<file path="src/rtl/gb_vga_pkg.sv">
// Shared types, constants and palette helpers for the Game Boy to VGA pixel path.
package gb_vga_pkg;

  localparam int GB_W = 160;
  localparam int GB_H = 144;

  typedef struct packed {
    logic [7:0] r;
    logic [7:0] g;
    logic [7:0] b;
  } rgb_t;

  typedef enum logic {
    PAL_DMG  = 1'b0,
    PAL_GREY = 1'b1
  } pal_t;

  // Per-pixel information that must travel alongside the framebuffer read
  typedef struct packed {
    logic hs;
    logic vs;
    logic en;
    logic border;
    logic dark;
    pal_t pal;
  } sideband_t;

  localparam sideband_t SB_IDLE = '{hs: 1'b1, vs: 1'b1, en: 1'b0, border: 1'b0,
                                    dark: 1'b0, pal: PAL_DMG};

  localparam logic [23:0] DMG_PAL  [4] = '{24'hE0F8D0, 24'h88C070, 24'h346856, 24'h081820};
  localparam logic [23:0] GREY_PAL [4] = '{24'hFFFFFF, 24'hAAAAAA, 24'h555555, 24'h000000};

  function automatic rgb_t pal_lookup(input pal_t pal, input logic [1:0] shade);
    rgb_t c;
    case (pal)
      PAL_DMG:  c = rgb_t'(DMG_PAL[shade]);
      PAL_GREY: c = rgb_t'(GREY_PAL[shade]);
      default:  c = rgb_t'(DMG_PAL[shade]);
    endcase
    return c;
  endfunction

  function automatic rgb_t halve(input rgb_t c);
    rgb_t h;
    h.r = {1'b0, c.r[7:1]};
    h.g = {1'b0, c.g[7:1]};
    h.b = {1'b0, c.b[7:1]};
    return h;
  endfunction

endpackage

</file>
<file path="src/rtl/gb_vga_delay.sv">
// N-deep, W-wide shift register with a synchronous reset value.
module gb_vga_delay #(
  parameter int N = 4,
  parameter int W = 1,
  parameter logic [W-1:0] RST_VAL = '0
) (
  input  logic         clk,
  input  logic         rst,
  input  logic [W-1:0] d,
  output logic [W-1:0] q
);

  logic [W-1:0] stage_r [N];

  // Shift chain; reset loads every stage with the idle value
  always_ff @(posedge clk) begin
    if (rst) begin
      for (int i = 0; i < N; i++) stage_r[i] <= RST_VAL;
    end else begin
      stage_r[0] <= d;
      for (int i = 1; i < N; i++) stage_r[i] <= stage_r[i-1];
    end
  end

  assign q = stage_r[N-1];

endmodule

</file>
<file path="src/rtl/gb_vga_pixel_out.sv">
// Framebuffer fetch and colour output stage; every output lags its inputs by FB_LAT+2 clocks.
module gb_vga_pixel_out
  import gb_vga_pkg::*;
#(
  parameter int          FB_LAT     = 2,
  parameter logic [23:0] BORDER_RGB = 24'h000000
) (
  input  logic        clk,
  input  logic        rst,
  input  logic        hs_in,
  input  logic        vs_in,
  input  logic        enable_in,
  input  logic        gb_en,
  input  logic [7:0]  gb_x,
  input  logic [7:0]  gb_y,
  input  logic        gb_grid,
  input  logic        grid_on,
  input  logic        pal_sel,
  output logic        fb_rd,
  output logic [14:0] fb_addr,
  input  logic [1:0]  fb_data,
  output logic [7:0]  vga_r,
  output logic [7:0]  vga_g,
  output logic [7:0]  vga_b,
  output logic        vga_hs,
  output logic        vga_vs,
  output logic        vga_blank_n
);

  logic      vs_prev_r;
  pal_t      pal_r;
  pal_t      pal_cur_s;
  logic      in_range_s;
  logic      rd_ok_s;
  logic [14:0] addr_s;
  sideband_t sb_in_s;
  sideband_t sb_out_s;
  rgb_t      rgb_s;
  logic      blank_n_s;

  // Palette switch on the vs falling edge, taking pal_sel from that same clock
  always_comb begin
    pal_cur_s = pal_r;
    if (vs_prev_r && !vs_in) begin
      pal_cur_s = pal_t'(pal_sel);
    end else begin
      pal_cur_s = pal_r;
    end
  end

  // Active palette and vs history
  always_ff @(posedge clk) begin
    if (rst) begin
      vs_prev_r <= 1'b1;
      pal_r     <= PAL_DMG;
    end else begin
      vs_prev_r <= vs_in;
      pal_r     <= pal_cur_s;
    end
  end

  assign in_range_s = (gb_x < 8'(GB_W)) && (gb_y < 8'(GB_H));
  assign rd_ok_s    = gb_en && in_range_s;
  // y*160 as y*128 + y*32
  assign addr_s     = ({7'd0, gb_y} << 7) + ({7'd0, gb_y} << 5) + {7'd0, gb_x};

  // Stage 1: address register holds its value when no read is issued
  always_ff @(posedge clk) begin
    if (rst) begin
      fb_rd   <= 1'b0;
      fb_addr <= 15'd0;
    end else begin
      fb_rd <= rd_ok_s;
      if (rd_ok_s) fb_addr <= addr_s;
    end
  end

  always_comb begin
    sb_in_s        = SB_IDLE;
    sb_in_s.hs     = hs_in;
    sb_in_s.vs     = vs_in;
    sb_in_s.en     = enable_in;
    sb_in_s.border = !rd_ok_s;
    sb_in_s.dark   = grid_on && gb_grid;
    sb_in_s.pal    = pal_cur_s;
  end

  gb_vga_delay #(
    .N       (FB_LAT + 1),
    .W       ($bits(sideband_t)),
    .RST_VAL (SB_IDLE)
  ) u_sb_delay (
    .clk (clk),
    .rst (rst),
    .d   (sb_in_s),
    .q   (sb_out_s)
  );

  // Final colour select, aligned with the returning fb_data
  always_comb begin
    rgb_s     = rgb_t'(24'h000000);
    blank_n_s = 1'b0;
    if (!sb_out_s.en) begin
      rgb_s     = rgb_t'(24'h000000);
      blank_n_s = 1'b0;
    end else if (sb_out_s.border) begin
      rgb_s     = rgb_t'(BORDER_RGB);
      blank_n_s = 1'b1;
    end else begin
      if (sb_out_s.dark) begin
        rgb_s = halve(pal_lookup(sb_out_s.pal, fb_data));
      end else begin
        rgb_s = pal_lookup(sb_out_s.pal, fb_data);
      end
      blank_n_s = 1'b1;
    end
  end

  // Output register
  always_ff @(posedge clk) begin
    if (rst) begin
      vga_r       <= 8'd0;
      vga_g       <= 8'd0;
      vga_b       <= 8'd0;
      vga_hs      <= 1'b1;
      vga_vs      <= 1'b1;
      vga_blank_n <= 1'b0;
    end else begin
      vga_r       <= rgb_s.r;
      vga_g       <= rgb_s.g;
      vga_b       <= rgb_s.b;
      vga_hs      <= sb_out_s.hs;
      vga_vs      <= sb_out_s.vs;
      vga_blank_n <= blank_n_s;
    end
  end

endmodule
</file>
<file path="config.mk">
export PLATFORM = sky130hd
export DESIGN_NAME = gb_vga_pixel_out
export DESIGN_NICKNAME = d
export VERILOG_FILES = /design/src/rtl/gb_vga_pkg.sv /design/src/rtl/gb_vga_delay.sv /design/src/rtl/gb_vga_pixel_out.sv
export SDC_FILE = /design/constraint.sdc
export NUM_CORES = 1
export LEC_CHECK = 0
export BUFFER_PORTS_ARGS = -buffer_cell sky130_fd_sc_hd__buf_2
export CAP_MARGIN = 0
export CORE_MARGIN = 1.5
export CORE_UTILIZATION = 51
export CTS_CLUSTER_SIZE = 24
export DETAILED_ROUTE_END_ITERATION = 8
export GPL_ROUTABILITY_DRIVEN = 0
export PLACE_DENSITY = 0.78
export SLEW_MARGIN = 20
export SYNTH_ARGS = -nofsm -noshare
export SYNTH_HDL_FRONTEND = slang
export SYNTH_SLANG_ARGS = --single-unit
</file>
<file path="constraint.sdc">
create_clock -name clk -period 2.3 [get_ports clk]
set_input_delay 0.115 -clock clk [delete_from_list [all_inputs] [get_ports clk]]
set_output_delay 0.115 -clock clk [all_outputs]
set_load 0.005 [all_outputs]
</file>
[Yosys cells after proc, flatten, opt, wreduce, memory -nomap -nowiden]
Memories as Yosys holds them, arrays and structs flattened.
Index checks and enable logic that the tools add are counted.
Word-level totals
  bits in writable memories: 18
  memories kept: 1
  flip-flop bits (word level): 45
  output and inout bits: 43
  bits of input ports: 27
  logic and storage cells: 49
Cells by class
  bitwise gates (word level): 6
  $lt $le $gt $ge: 3
  mux-type cells: 16
  reductions and logical operators: 8
  $add $sub $neg: 2
Memory list
  u_sb_delay.stage_r: depth 3, width 6, rd ports 3, clocked after Yosys merged registers in 0, wr ports 3, line gb_vga_delay.sv:13  | logic [W-1:0] stage_r [N];
Operators by type and width (count)
  binary-select mux 24 bit (select 2 bit): 2
  2-to-1 mux 24 bit: 4
  case mux 24 bit (2 select lines): 1
  2-to-1 mux 23 bit: 1
  2-to-1 mux 6 bit: 3
  less-than comparator 8 bit (second input constant): 2
  adder 15 x 13 -> 15 bit: 1
  adder 15 x 8 -> 15 bit: 1
  2-to-1 mux 1 bit: 5
  logical AND 1 bit: 4
  OR reduction 4 bit: 1
  greater-or-equal comparator 3 bit (second input constant): 1
  inverter 2 -> 3 bit: 1
  OR 1 bit: 3
  OR reduction 3 bit: 1
  logical NOT 1 bit: 2
  inverter 1 bit: 2

[Longest topological paths before layout]
  depth in word-level cells: 6
  depth in mapped cells: 8
  depth with buffers taken out: 8

[Cells and area by module]
A second synthesis with hierarchy kept.
Second synthesis, totals
  cell total of the unflattened synthesis: 281
  area total of the unflattened synthesis: 2617.5 µm²
Modules (own cells, without submodules)
  gb_vga_pixel_out: cells each 238, seq. area each 860.8 µm², times used 1, area each 2078.2 µm²
  gb_vga_delay: cells each 43, seq. area each 360.3 µm², times used 1, area each 539.3 µm²

[Worst setup path before layout]
No wires, ideal clock.
  path kind: input to register
  start point: in gb_x[7]
  end point: reg fb_addr[12]
  setup time: 0.117 ns
  setup slack: 0.283 ns
  arrival time: 1.900 ns
  required time: 2.183 ns
  cell stages on the path: 8
  buffers on the path: 0
  cell sequence: inv_1 > fa_1 > inv_1 > fa_1 > a211oi_1 > o21ai_1 > xor2_1 > a22o_1
On the way
  word-level cells in the longest chain between the ends: 3
  elaborated cells between the ends (all ways): 4
  classes of those cells: 1 x add/sub; 1 x order compare; 2 x reduce/logical
Ends and longest elaborated chain
  start: declaration: line gb_vga_pixel_out.sv:14  | input logic [7:0] gb_x,
  parallel branches: the longest is 3 deep, another holds adder 15 x 8 -> 15 bit
  end signal: assignment: line gb_vga_pixel_out.sv:74  | if (rd_ok_s) fb_addr <= addr_s;
  end: declaration: line gb_vga_pixel_out.sv:20  | output logic [14:0] fb_addr,
Parallel ways; which one is timed is not known.
A chain may end at the register's enable or synchronous reset.

[Worst setup path after layout]
Same ends and word-level chain as after synthesis.

==> metrics <==
status complete, no violations; CP max FO 3; Vias 2029; vias per std cell between 5 and 6; CP required 2520 ps; Peak Freq 510.7 MHz; P per Cell Area 691.8 mW/mm^2; Worst-Margin Slew 872.8 ps; worst-case clock buffer depth 2; 1st-iter DRT viols ~120; reg2reg start u_sb_delay.stage_r[0][13]; Post-CTS Setup Repair Bufs 0; final layout net count 375; Syn Nets about 300; Synth cell types 37; IO Pins 70; GR Overflow Total 0; Core ar. 0.004723 sq mm; most common cell after layout, fill and taps aside buf_2; clock skew about 8.0 ps; Hold Violations, Final 0; H-tree lvl count 3; Synth top area share 47.25%; RSZ-0062 raised after global routing false; critical path type in2reg; Die H approximately 73 microns; Post-Syn Area 0.002500 sq mm; hold path start gb_x[4]; initial antenna violation count 0; Lkg Pwr 0.001458 uW; Area contributors post-synth dfxtp_1 (47%), ha_1 (9.5%), a21oi_1 (5.2%); hpwl dp around 3.5 mm; synthesized area per cell 10.00 sq um; drt pass-1 iters 4; final worst-path cycle share between 80% and 90%; layout cell share with drive strength beyond 1 between 20 and 30%; max cap viols 0; Initial Utilization 52.93%; CTS tree built; synth warn 0; Port Buf Inserts 69; Tot Pwr 2155 uW; Clock Tree Root clkbuf_8; area occupied by multi-input gates approximately 0.0012 sq mm; startpoint types input port; CP arrival between 2000 and 2500 ps; Hold Crit Class in2reg; leading area contributor after synthesis dfxtp_1; CTS Buf Count 9; Worst Setup End Kind register; Max IR drop VDD 0.0004612 V; sequential element share of the synthesized area a little under half; # clock sinks ~60; DRC 0; largest net degree at the start of global routing 23; FF+latch area 0.001181 sq mm; Layout Area Growth over Synthesis 24.57%; Worst-Skew Late Latency 330 ps; internal reg-to-reg setup slack 660 ps; setup TNS 0 ps; Die W roughly 73 microns; Antenna Cells 0; final wirelength a little under 5 mm; ANT nets after route 0; Worst R2R Path Depth 4; fill count 383; WHS Endpoint fb_addr[4]; max_slew headroom a little over two fifths; most frequent cells in the layout buf_2 (69), dfxtp_1 (59), a21oi_1 (26), ha_1 (19), nand2_1 (15); Cell Rows 25; Post-Synthesis Cells 250; Tot GR Track Use between 10% and 20%; max-slew violation count 0; vias in the first global route between 1.5k and 2k; first-pass GRT wire length 7.790 mm; hold depth 2; # setup viols final 0; routed len/inst 12.44 microns; die area ~0.0053 sq mm; post-route minimum period 1958 ps; Synth Register Bits between 50 and 60; RR Endpoint vga_b[5]; clk slew on worst S/H paths 60 ps
state kept, by name, summed over array words and instances, names as in the netlist:
| signal | cells |
|---|---|
| u_sb_delay.stage_r | 18 |
| vga_hs | 1 |
| fb_addr | 15 |
| vga_b | 8 |
| fb_rd | 1 |
| vga_blank_n | 1 |
| vga_g | 6 |
| vga_vs | 1 |
| vga_r | 8 |
report_power, final:
| part | leakage [uW] | internal (uW) | switching [uW] | total, uW |
|---|---|---|---|---|
| sequential | 0.000480 | 1060 | 14.4 | 1070 |
| clock | 0.0000791 | 385 | 396 | 781 |
| combinational | 0.000899 | 143 | 161 | 303 |
Yosys cell counts:
cell and count:
buf_6 1, a2111oi_0 2, o21a_1 3, nand3_1 2, mux2i_1 3, o211ai_1 6
a22o_1 11, ha_1 19, nor2b_1 12, nand2_1 15, a32o_1 2, inv_1 10
o22a_1 2, a21oi_1 26, nor2_1 13, fa_1 2, and3_1 1, a2bb2oi_1 1
xor2_1 2, o31ai_1 1, o21ai_0 3, xnor2_1 2, a31oi_2 1, a21o_1 4
a211oi_1 3, nor3b_4 1, buf_4 3, o31ai_4 1, o21ai_1 4, dfxtp_1 59
or3_1 3, nand2b_1 6, clkbuf_1 4, a211oi_2 1, buf_2 5, nor3_1 5
or2_2 11
critical path, stage by stage:
cell and delay, ps:
buf_2 100, inv_1 50, fa_1 520, inv_1 70
fa_1 480, a211oi_1 300, o21ai_1 160, xor2_1 180
a22o_1 210
worst max path at each step:
stage,from,endpoint,cells past startpoint
after CTS,gb_x[7],fb_addr[12],9
after floorplan,gb_x[7],fb_addr[12],8
after detailed placement,gb_x[7],fb_addr[12],9
after global routing,gb_x[7],fb_addr[12],9
final,gb_x[7],fb_addr[12],9
after global placement,gb_x[7],fb_addr[12],9
layer usage:
layer / part of all wire [%] / track usage [%] / wire (microns)
met1: 43 / 21.48 / 2136
met2: 51 / 33.84 / 2541
met3: 4.3 / 4.696 / 213
met4: 1.5 / 11.74 / 73
met5: 0 / 0 / 0
logic make-up after synthesis:
group                      synth area share, %
AOI/OAI and AO/OA                        19.97
and+or+nand+nor                          14.61
DFF                                      47.25
buffers and inverters                    4.454
adders and majority gates                11.11
xor gates and xnor gates                 1.402
muxes                                    1.201
stage by stage:
stage,cell area [sq um],worst slack (ps),utilization [%],std cells,hold slack (ps)
floorplan,2500,282.8,-,250,194.3
global placement,2863,114.1,60.61,374,296.9
detailed placement,2863,28.76,60.61,374,299.5
CTS,3114,375.3,65.93,399,6.274
global route,3114,287.8,65.93,399,18.26
finish,3114,341.8,65.93,399,20.88
final cells by class:
type / count / area share [%]
Multi-Input combinational cell: 168 / 38.77
Sequential cell: 59 / 37.93
Timing Repair Buffer: 79 / 14.22
Clock buffer: 11 / 4.219
Tap cell: 67 / 2.692
Inverter: 10 / 1.205
Clock inverter: 5 / 0.9642
timing repair:
item | CTS | global route
gates resized for setup | 0 | 0
hold endpoints to repair | 8 | 0
hold buffers | 9 | 0
Note: power is estimated with default switching activity, not from simulation.
